### config.mk
export PLATFORM = sky130hd
export DESIGN_NAME = gru_ht_update_flat
export DESIGN_NICKNAME = d
export VERILOG_FILES = /design/src/rtl/gru_ht_if.sv /design/src/rtl/gru_ht_update.sv /design/src/flat_wrapper.sv
export SDC_FILE = /design/constraint.sdc
export NUM_CORES = 1
export LEC_CHECK = 0
export CORE_MARGIN = 2
export CORE_UTILIZATION = 30
export DETAILED_ROUTE_END_ITERATION = 16
export SETUP_SLACK_MARGIN = 0.15
export SLEW_MARGIN = 20
export SYNTH_ARGS = -nofsm -noshare
export SYNTH_HDL_FRONTEND = slang
export SYNTH_SLANG_ARGS = --single-unit
### constraint.sdc
create_clock -name clk -period 12.2 [get_ports clk]
set_input_delay 2.44 -clock clk [delete_from_list [all_inputs] [get_ports clk]]
set_output_delay 2.44 -clock clk [all_outputs]
set_load 0.1 [all_outputs]
### src/rtl/gru_ht_if.sv
// Handshake bundle between the candidate-state datapath and the GRU hidden-state updater.
// The slave modport is the updater side; the master modport is the upstream/driver side.
interface gru_ht_if #(
  parameter int CELLNUM = 4,
  parameter int DATABIT = 16,
  parameter int IDXBIT  = 2
);
  logic                       start;
  logic [CELLNUM*DATABIT-1:0] h0;
  logic [CELLNUM*DATABIT-1:0] zt;
  logic                       cand_valid;
  logic [IDXBIT-1:0]          cand_idx;
  logic [DATABIT-1:0]         cand;
  logic [CELLNUM*DATABIT-1:0] ht1_out;
  logic                       step_req;
  logic                       busy;
  logic                       ht_valid;
  logic [CELLNUM*DATABIT-1:0] ht_out;
  logic [3:0]                 step_cnt;
  logic                       done;

  modport master (
    output start, h0, zt, cand_valid, cand_idx, cand,
    input  ht1_out, step_req, busy, ht_valid, ht_out, step_cnt, done
  );

  modport slave (
    input  start, h0, zt, cand_valid, cand_idx, cand,
    output ht1_out, step_req, busy, ht_valid, ht_out, step_cnt, done
  );
endinterface

### src/rtl/gru_ht_update.sv
// GRU hidden-state updater: ht = ht1 + zt*(h~t - ht1) per cell, two-stage pipe, commits the full vector per step.
// Define GRU_HT_SAT_EN to clamp the per-cell result; otherwise it wraps to DATABIT bits.
module gru_ht_update #(
  parameter int CELLNUM = 4,
  parameter int DATABIT = 16,
  parameter int FRACBIT = 8,
  parameter int STEP    = 10,
  parameter int IDXBIT  = 2
) (
  input  logic    clk,
  input  logic    rst_n,
  gru_ht_if.slave bus
);
  localparam int PW = 2*DATABIT+1;
  localparam logic signed [PW-1:0] MAXV = {{(PW-DATABIT+1){1'b0}}, {(DATABIT-1){1'b1}}};
  localparam logic signed [PW-1:0] MINV = {{(PW-DATABIT+1){1'b1}}, {(DATABIT-1){1'b0}}};

  typedef enum logic [1:0] {IDLE, WAIT, COMMIT} state_t;
  typedef logic [CELLNUM-1:0][DATABIT-1:0] vec_t;

  state_t state, state_nxt;

  vec_t               ht1_q, ht_q, hnew, zt_a;
  logic [CELLNUM-1:0] mask;
  logic               mask_full, last_step, idx_ok, accept;
  logic [3:0]         step_cnt;
  logic               step_req, ht_valid, done;

  // stage-1 pipeline registers
  logic                      s1_vld;
  logic signed [DATABIT:0]   s1_diff;
  logic signed [DATABIT-1:0] s1_z;
  logic [IDXBIT-1:0]         s1_idx;

  logic signed [DATABIT-1:0] cand_s, ht1_sel, ht1_s2;
  logic signed [DATABIT:0]   diff_c;
  logic signed [PW-1:0]      prod, sum;
  logic [DATABIT-1:0]        res;

  assign zt_a      = bus.zt;
  assign mask_full = &mask;
  assign last_step = (step_cnt == 4'(STEP-1));
  assign idx_ok    = (32'(bus.cand_idx) < CELLNUM);
  // once every cell is in, further candidates would only race the commit
  assign accept    = (state == WAIT) && bus.cand_valid && idx_ok && !mask_full;

  // stage 1: difference against the current hidden state
  assign cand_s  = bus.cand;
  assign ht1_sel = ht1_q[bus.cand_idx];
  assign diff_c  = (DATABIT+1)'(cand_s) - (DATABIT+1)'(ht1_sel);

  // stage 2: scale by gate, rescale, add back ht1
  assign ht1_s2 = ht1_q[s1_idx];
  assign prod   = PW'(s1_diff) * PW'(s1_z);
  assign sum    = (prod >>> FRACBIT) + PW'(ht1_s2);

`ifdef GRU_HT_SAT_EN
  always_comb begin
    res = sum[DATABIT-1:0];
    if (sum > MAXV)      res = MAXV[DATABIT-1:0];
    else if (sum < MINV) res = MINV[DATABIT-1:0];
  end
`else
  logic sum_unused;
  assign sum_unused = ^{sum[PW-1:DATABIT], MAXV, MINV};
  assign res        = sum[DATABIT-1:0];
`endif

  // FSM: state register
  always_ff @(posedge clk or negedge rst_n)
    if (!rst_n) state <= IDLE;
    else        state <= state_nxt;

  // FSM: next state
  always_comb begin
    state_nxt = state;
    if (bus.start) state_nxt = WAIT;
    else begin
      case (state)
        WAIT:    if (mask_full) state_nxt = COMMIT;
        COMMIT:  state_nxt = last_step ? IDLE : WAIT;
        default: state_nxt = state;
      endcase
    end
  end

  // FSM: outputs
  always_comb begin
    bus.busy = (state == WAIT) || (state == COMMIT);
  end

  always_ff @(posedge clk or negedge rst_n) begin
    if (!rst_n) begin
      ht1_q    <= '0;
      ht_q     <= '0;
      hnew     <= '0;
      mask     <= '0;
      step_cnt <= '0;
      step_req <= 1'b0;
      ht_valid <= 1'b0;
      done     <= 1'b0;
      s1_vld   <= 1'b0;
      s1_diff  <= '0;
      s1_z     <= '0;
      s1_idx   <= '0;
    end else begin
      step_req <= 1'b0;
      ht_valid <= 1'b0;
      done     <= 1'b0;
      if (bus.start) begin
        ht1_q    <= bus.h0;
        mask     <= '0;
        step_cnt <= '0;
        s1_vld   <= 1'b0;
        step_req <= 1'b1;
      end else begin
        s1_vld  <= accept;
        s1_diff <= diff_c;
        s1_z    <= zt_a[bus.cand_idx];
        s1_idx  <= bus.cand_idx;
        if (state == WAIT && s1_vld && !mask_full) begin
          hnew[s1_idx] <= res;
          mask[s1_idx] <= 1'b1;
        end
        if (state == COMMIT) begin
          ht1_q    <= hnew;
          ht_q     <= hnew;
          ht_valid <= 1'b1;
          step_cnt <= step_cnt + 4'd1;
          mask     <= '0;
          s1_vld   <= 1'b0;
          if (last_step) done     <= 1'b1;
          else           step_req <= 1'b1;
        end
      end
    end
  end

  assign bus.ht1_out  = ht1_q;
  assign bus.ht_out   = ht_q;
  assign bus.step_cnt = step_cnt;
  assign bus.step_req = step_req;
  assign bus.ht_valid = ht_valid;
  assign bus.done     = done;
endmodule

### src/flat_wrapper.sv
// flat-port wrapper written by rule: the top's interface ports become plain ports
module gru_ht_update_flat 
#(
  parameter int CELLNUM = 4,
  parameter int DATABIT = 16,
  parameter int FRACBIT = 8,
  parameter int STEP    = 10,
  parameter int IDXBIT  = 2
)
  (clk, rst_n, bus_start, bus_h0, bus_zt, bus_cand_valid, bus_cand_idx, bus_cand, bus_ht1_out, bus_step_req, bus_busy, bus_ht_valid, bus_ht_out, bus_step_cnt, bus_done);
  gru_ht_if #(.CELLNUM(CELLNUM), .DATABIT(DATABIT), .IDXBIT(IDXBIT)) bus_i ();
  input  logic clk;
  input  logic rst_n;
  input wire logic [$bits(bus_i.start)-1:0] bus_start;
  input wire logic [$bits(bus_i.h0)-1:0] bus_h0;
  input wire logic [$bits(bus_i.zt)-1:0] bus_zt;
  input wire logic [$bits(bus_i.cand_valid)-1:0] bus_cand_valid;
  input wire logic [$bits(bus_i.cand_idx)-1:0] bus_cand_idx;
  input wire logic [$bits(bus_i.cand)-1:0] bus_cand;
  output wire logic [$bits(bus_i.ht1_out)-1:0] bus_ht1_out;
  output wire logic [$bits(bus_i.step_req)-1:0] bus_step_req;
  output wire logic [$bits(bus_i.busy)-1:0] bus_busy;
  output wire logic [$bits(bus_i.ht_valid)-1:0] bus_ht_valid;
  output wire logic [$bits(bus_i.ht_out)-1:0] bus_ht_out;
  output wire logic [$bits(bus_i.step_cnt)-1:0] bus_step_cnt;
  output wire logic [$bits(bus_i.done)-1:0] bus_done;
  assign bus_i.start = bus_start;
  assign bus_i.h0 = bus_h0;
  assign bus_i.zt = bus_zt;
  assign bus_i.cand_valid = bus_cand_valid;
  assign bus_i.cand_idx = bus_cand_idx;
  assign bus_i.cand = bus_cand;
  assign bus_ht1_out = bus_i.ht1_out;
  assign bus_step_req = bus_i.step_req;
  assign bus_busy = bus_i.busy;
  assign bus_ht_valid = bus_i.ht_valid;
  assign bus_ht_out = bus_i.ht_out;
  assign bus_step_cnt = bus_i.step_cnt;
  assign bus_done = bus_i.done;
  gru_ht_update #(.CELLNUM(CELLNUM), .DATABIT(DATABIT), .FRACBIT(FRACBIT), .STEP(STEP), .IDXBIT(IDXBIT)) u_core (.clk(clk), .rst_n(rst_n), .bus(bus_i));
endmodule
### Word-level counts from Yosys, hierarchy flattened

Cells that the tools add are included.

* word-level logic and storage cells: 81
* output and inout bits: 136
* bits of input ports: 150
* register bits: 241

* bitwise logic cells: 2
* multipliers: 1
* order comparisons: 3
* reduce and logical (&&, ||, !) cells: 14
* add/sub/neg operators: 3
* eq/ne operators: 4
* muxes and demuxes: 32

Operator list (number)
* $mux 64: 2
* $bmux 16 s2: 3
* $bwmux 64: 1
* $mux 16: 4
* $demux 16 s2: 1
* $mul 17x16->24: 1
* $mux 4: 5
* $sub 16x16->17: 1
* $add 16x16->16: 1
* $mux 1: 12
* $lt 2x3->1 const B: 2
* $reduce_and 2->1: 3
* $reduce_bool 3->1: 2
* $logic_and 1x1->1: 5
* $add 4x1->4 const B: 1
* $eq 4x4->1 const B: 1
* $mux 2: 2
* $or 4x4->4: 1
* $pmux 2 s2: 1
* $reduce_and 4->1: 1
* $ne 3x2->1 const B: 1
* $demux 1 s2: 1
* $eq 2x1->1 const B: 1
* $eq 2x2->1 const B: 1
* 5 further kinds: 5

### Depth between registers and ports, before layout

* depth after elaboration: 8
* gate-level depth with buffers: 32
* depth with buffers taken out: 30

### Least setup slack after synthesis

No wires, ideal clock.

* path kind: register -> register
* start point: reg u_core.s1_z[1]
* end point: reg u_core.hnew[62] (netlist name)
* arrival: 7.380 ns
* path slack: 4.695 ns
* setup time: 0.125 ns
* data required time: 12.075 ns
* period minus slack after synthesis: 7.505 ns
* cell stages (with the launch flop): 27
* path buffers: 2
* path through: dfrtp_1 > clkbuf_1 > clkbuf_1 > nand2_1 > fa_1 > fa_1 > fa_1 > fa_1 > inv_1 > fa_1 > inv_1 > fa_1 > inv_1 > ha_1 > o2111a_1 > nor2b_1 > o21a_1 > o41ai_2 > a21oi_2 > or2_2 > a21oi_1 > xnor2_1 > ha_1 > nor4b_1 > a2111oi_0 > o311ai_2 > mux2_2

* longest elaborated chain between the ends: 3

RTL lines
* start: declaration: RTL line gru_ht_update.sv:32 `logic signed [DATABIT-1:0] s1_z;`
* start signal: assignment: RTL line gru_ht_update.sv:119 `s1_z <= zt_a[bus.cand_idx];`
* $mul 17x16->24: RTL line gru_ht_update.sv:54 `assign prod = PW'(s1_diff) * PW'(s1_z);`
* $add 16x16->16: RTL line gru_ht_update.sv:55 `assign sum = (prod >>> FRACBIT) + PW'(ht1_s2);`
* $bwmux 64: RTL line gru_ht_update.sv:122 `hnew[s1_idx] <= res;`
* end signal: indexed assignment: RTL line gru_ht_update.sv:122
* end: declaration: RTL line gru_ht_update.sv:23 `vec_t ht1_q, ht_q, hnew, zt_a;`

No other way between the ends.
A chain may end at the register's enable or synchronous reset.

### Worst setup path after layout

* start point: reg u_core.s1_z[1]
* end point: reg u_core.hnew[14] (netlist name)

Same word-level chain as after synthesis.

==> qor.csv <==
stage,metric,value,unit
status,outcome,"finished, final reports clean",
worst_hold_path,min_delay_path_depth,2,
yosys,most_frequently_used_flop_master_after_synthesis,sky130_fd_sc_hd__dfrtp_1,
worst_setup_path,cp_slowest_stage_delay,0.72,ns
yosys,synth_sequential_area_ratio,30.69,%
drt,detail_route.first_pass.iterations,7,
layout,drive_above_1_share,11.94,%
sta,count_of_final_max_slew_check_failures,0,
sta,tightestPinTransition,1.079,ns
sta,final_min_period_over_clock_period,66.67,%
worst_setup_path,critPathRequiredTime,12.64,ns
cts,cts-root-to-sink-buffers,3,
layout,area.growth.synth_to_final,24.01,%
worst_setup_path,worst_path_dominant_cell_family,adder cells,
place,port_buffers,285,
worst_setup_path,critPathArrivalTime,8.58,ns
cts,clock_tree.htree_level_count,1,
sta,setup-violations-final,0,
global_routing,grt_overflow_total,0,
global_routing,antenna_violations_before_repair,4,
yosys,synthesis.area,19650,um^2
drt,detail_route.iter0.violations,781,
layout,num_antenna_cells,0,
worst_setup_path,rr_startpoint,u_core.s1_z[1],
drt,route.detailed.drc,0,
cts,post_cts_resize_count,0,
yosys,netlist_instances,1873,
worst_setup_path,cpMostUsedCell,sky130_fd_sc_hd__fa_1,
worst_setup_path,worst_setup_path_start_kind,flop,
layout,most_common_library_cell_in_the_layout_ignoring_fill_and_taps,sky130_fd_sc_hd__inv_1,
layout,layout_common_cells,"sky130_fd_sc_hd__inv_1 (287), sky130_fd_sc_hd__clkdlybuf4s50_1 (281), sky130_fd_sc_hd__nand2_1 (241), sky130_fd_sc_hd__dfrtp_1 (241), sky130_fd_sc_hd__fa_1 (190)",
worst_setup_path,critical_path_cell_count,25,
drt,routed_wirelength,58.94,mm
yosys,async_flop_share,100.0,%
floorplanning,placement_rows,93,
floorplanning,die_width,259.9,um
worst_hold_path,hold_class,flop to flop,
worst_setup_path,cp-startpoint,u_core.s1_z[1],
cts,cts_hold_repair.buffers,0,
global_routing,gr-usage-all-layers,17.84,%
sta,rsz0062_at_grt,no,
yosys,postSynthNetCount,2319,
sta,post-route-min-period,8.133,ns
drt,num_vias,14380,
worst_setup_path,worst-setup-path-type,flop to flop,
yosys,post_synth_main_area_contributors,"sky130_fd_sc_hd__dfrtp_1 (31%), sky130_fd_sc_hd__fa_1 (19%), sky130_fd_sc_hd__mux2_2 (7.3%), sky130_fd_sc_hd__ha_1 (6.7%), sky130_fd_sc_hd__mux4_2 (5.5%)",
floorplanning,floorplan.core_area,64580,um^2
yosys,yosysTopAreaCell,sky130_fd_sc_hd__dfrtp_1,
cts,clk_latency,0.59,ns
layout,footprint_of_the_multi_input_gates,12210,um^2
floorplanning,die_area,67560,um^2
worst_setup_path,crit_path_end_kind,flop,
cts,cts_made_buffers,29,
floorplanning,io_pins,286,
floorplanning,chipHeight,259.9,um
cts,tritoncts,yes,
sta,finClkSkew,0.02712,ns
yosys,netlist.area_leader.share,30.69,%
yosys,yosys_warnings,0,
drt,wl_per_cell,19.76,um
place,hpwl,45.75,mm
sta,timing.final.hold_violations,0,
layout,layout.filler_cells,6336,
yosys,syn_area_per_cell,10.49,um^2
cts,path_clk_slew,0.06,ns
layout,layout.area.seq,6031,um^2
worst_hold_path,worst_hold_startpoint,u_core.bus.ht_out[33],
floorplanning,initial_core_util,30.43,%
drt,ant_nets,0,
cts,cts_root_buf,sky130_fd_sc_hd__clkbuf_16,
sta,maxClockFrequency,122.9,MHz
worst_setup_path,crit_path_max_fanout,18,
sta,max_slew_margin,27.86,%
worst_setup_path,timing.critical_path.buf_inv,3,
global_routing,number_of_global_route_vias_before_repair,15510,
worst_setup_path,reg2regPathDepth,25,
yosys,ys_types,58,
global_routing,largest_net_degree_at_the_start_of_global_routing,117,
layout,final_net_count,2550,
drt,detail_route.vias_per_cell,4.823,
cts,clkSinkCount,241,
flow_run,max-cap-violations,0,
worst_setup_path,cpMaxStageDelayCell,sky130_fd_sc_hd__dfrtp_1,
place,place.gp.congestion,0.8707,
yosys,postSynthRegisterBits,241,
global_routing,grt_first_pass_wirelength,93.40,mm
yosys,number_of_enable_type_register_cells_in_the_synthesized_netlist,0,
cts,post_cts.repair.setup_buffers,0,
sta,setup-tns-final,0,ns
flip-flops by register name (all words and copies together) (netlist names):
signal               count
u_core.bus.done          1
u_core.bus.ht1_out      64
u_core.bus.ht_out       64
u_core.bus.ht_valid      1
u_core.bus.step_cnt      4
u_core.bus.step_req      1
u_core.hnew             64
u_core.mask              4
u_core.s1_diff          17
u_core.s1_idx            2
u_core.s1_vld            1
u_core.s1_z             16
u_core.state             2
synthesized netlist by cell type, types with 2 or more instances:
cell	n
sky130_fd_sc_hd__or2_2	4
sky130_fd_sc_hd__nand2b_1	10
sky130_fd_sc_hd__a211oi_1	3
sky130_fd_sc_hd__o21ai_1	3
sky130_fd_sc_hd__mux4_2	48
sky130_fd_sc_hd__a21o_1	8
sky130_fd_sc_hd__ha_1	106
sky130_fd_sc_hd__nor3b_1	3
sky130_fd_sc_hd__clkbuf_1	77
sky130_fd_sc_hd__a21oi_1	26
sky130_fd_sc_hd__xor2_1	14
sky130_fd_sc_hd__mux2i_1	69
sky130_fd_sc_hd__buf_2	2
sky130_fd_sc_hd__nand4_1	5
sky130_fd_sc_hd__o21a_1	9
sky130_fd_sc_hd__xnor2_1	50
sky130_fd_sc_hd__o2111ai_1	2
sky130_fd_sc_hd__and3_1	7
sky130_fd_sc_hd__nand3_1	5
sky130_fd_sc_hd__mux2_2	127
sky130_fd_sc_hd__nor3_1	12
sky130_fd_sc_hd__o31ai_1	3
sky130_fd_sc_hd__dfrtp_1	241
sky130_fd_sc_hd__nor2_1	48
sky130_fd_sc_hd__or3_1	5
sky130_fd_sc_hd__o21ai_0	95
sky130_fd_sc_hd__nand2_1	241
sky130_fd_sc_hd__inv_1	287
sky130_fd_sc_hd__fa_1	190
sky130_fd_sc_hd__nor2b_1	13
sky130_fd_sc_hd__buf_1	16
sky130_fd_sc_hd__a31oi_1	5
sky130_fd_sc_hd__and2_1	110
sky130_fd_sc_hd__o21bai_1	4
sky130_fd_sc_hd__o211a_1	2
per-stage QoR:
stage / instances / area [um^2] / setup WS (ns) / hold WS (ns) / utilization, %
global route: 2982 / 24370 / 3.642 / 0.5245 / 37.73
floorplan: 1873 / 19650 / 4.695 / 0.4637 / -
finish: 2982 / 24370 / 4.067 / 0.4932 / 37.73
CTS: 2982 / 24360 / 4.084 / 0.5014 / 37.73
global placement: 2928 / 23310 / 4.343 / 0.4821 / 36.10
detailed placement: 2928 / 23310 / 4.124 / 0.4878 / 36.10
layer usage:
layer / GRT usage, % / up-vias / share of wire (%)
met1: 24.31 / 7367 / 45
li1: - / 6509 / -
met3: 3.869 / 70 / 6.7
met2: 29.36 / 427 / 47
met5: 0 / - / 0.093
met4: 3.193 / 8 / 1.4
worst paths after layout:
| path | to | slack [ns] |
|---|---|---|
| setup reg to reg | u_core.hnew[14] | 4.07 |
| hold / removal | u_core.bus.ht_out[33] | 0.49 |
| setup / recovery | u_core.hnew[14] | 4.07 |
| hold reg to reg | u_core.bus.ht_out[33] | 0.49 |
| max in group asynchronous | u_core.s1_z[12] | 8.92 |
| min in group asynchronous | u_core.bus.ht_out[54] | 1.94 |
worst min-delay path, delay by kind of cell, from the launching register on:
kind	cells	cell delay (ns)
flops	1	0.35
compound gates	1	0.06
simple gates	1	0.05
cell families after synthesis:
group	share of synthesized area (%)
compound gates	5.502
xor+xnor	2.853
fa+ha+maj	26.11
buf+inv	7.310
flops	30.69
mux	16.30
simple gates	11.24
area by class of cell:
cell class / count / share of cell area, %
Sequential cell: 241 / 24.75
Multi-Input combinational cell: 1250 / 50.11
Clock inverter: 13 / 0.7805
Timing Repair Buffer: 295 / 12.02
Clock buffer: 41 / 3.533
Inverter: 287 / 4.421
Tap cell: 855 / 4.390
Power is not shown: default switching activity piles up to over one toggle a cycle in this logic, so the estimate is an artifact.
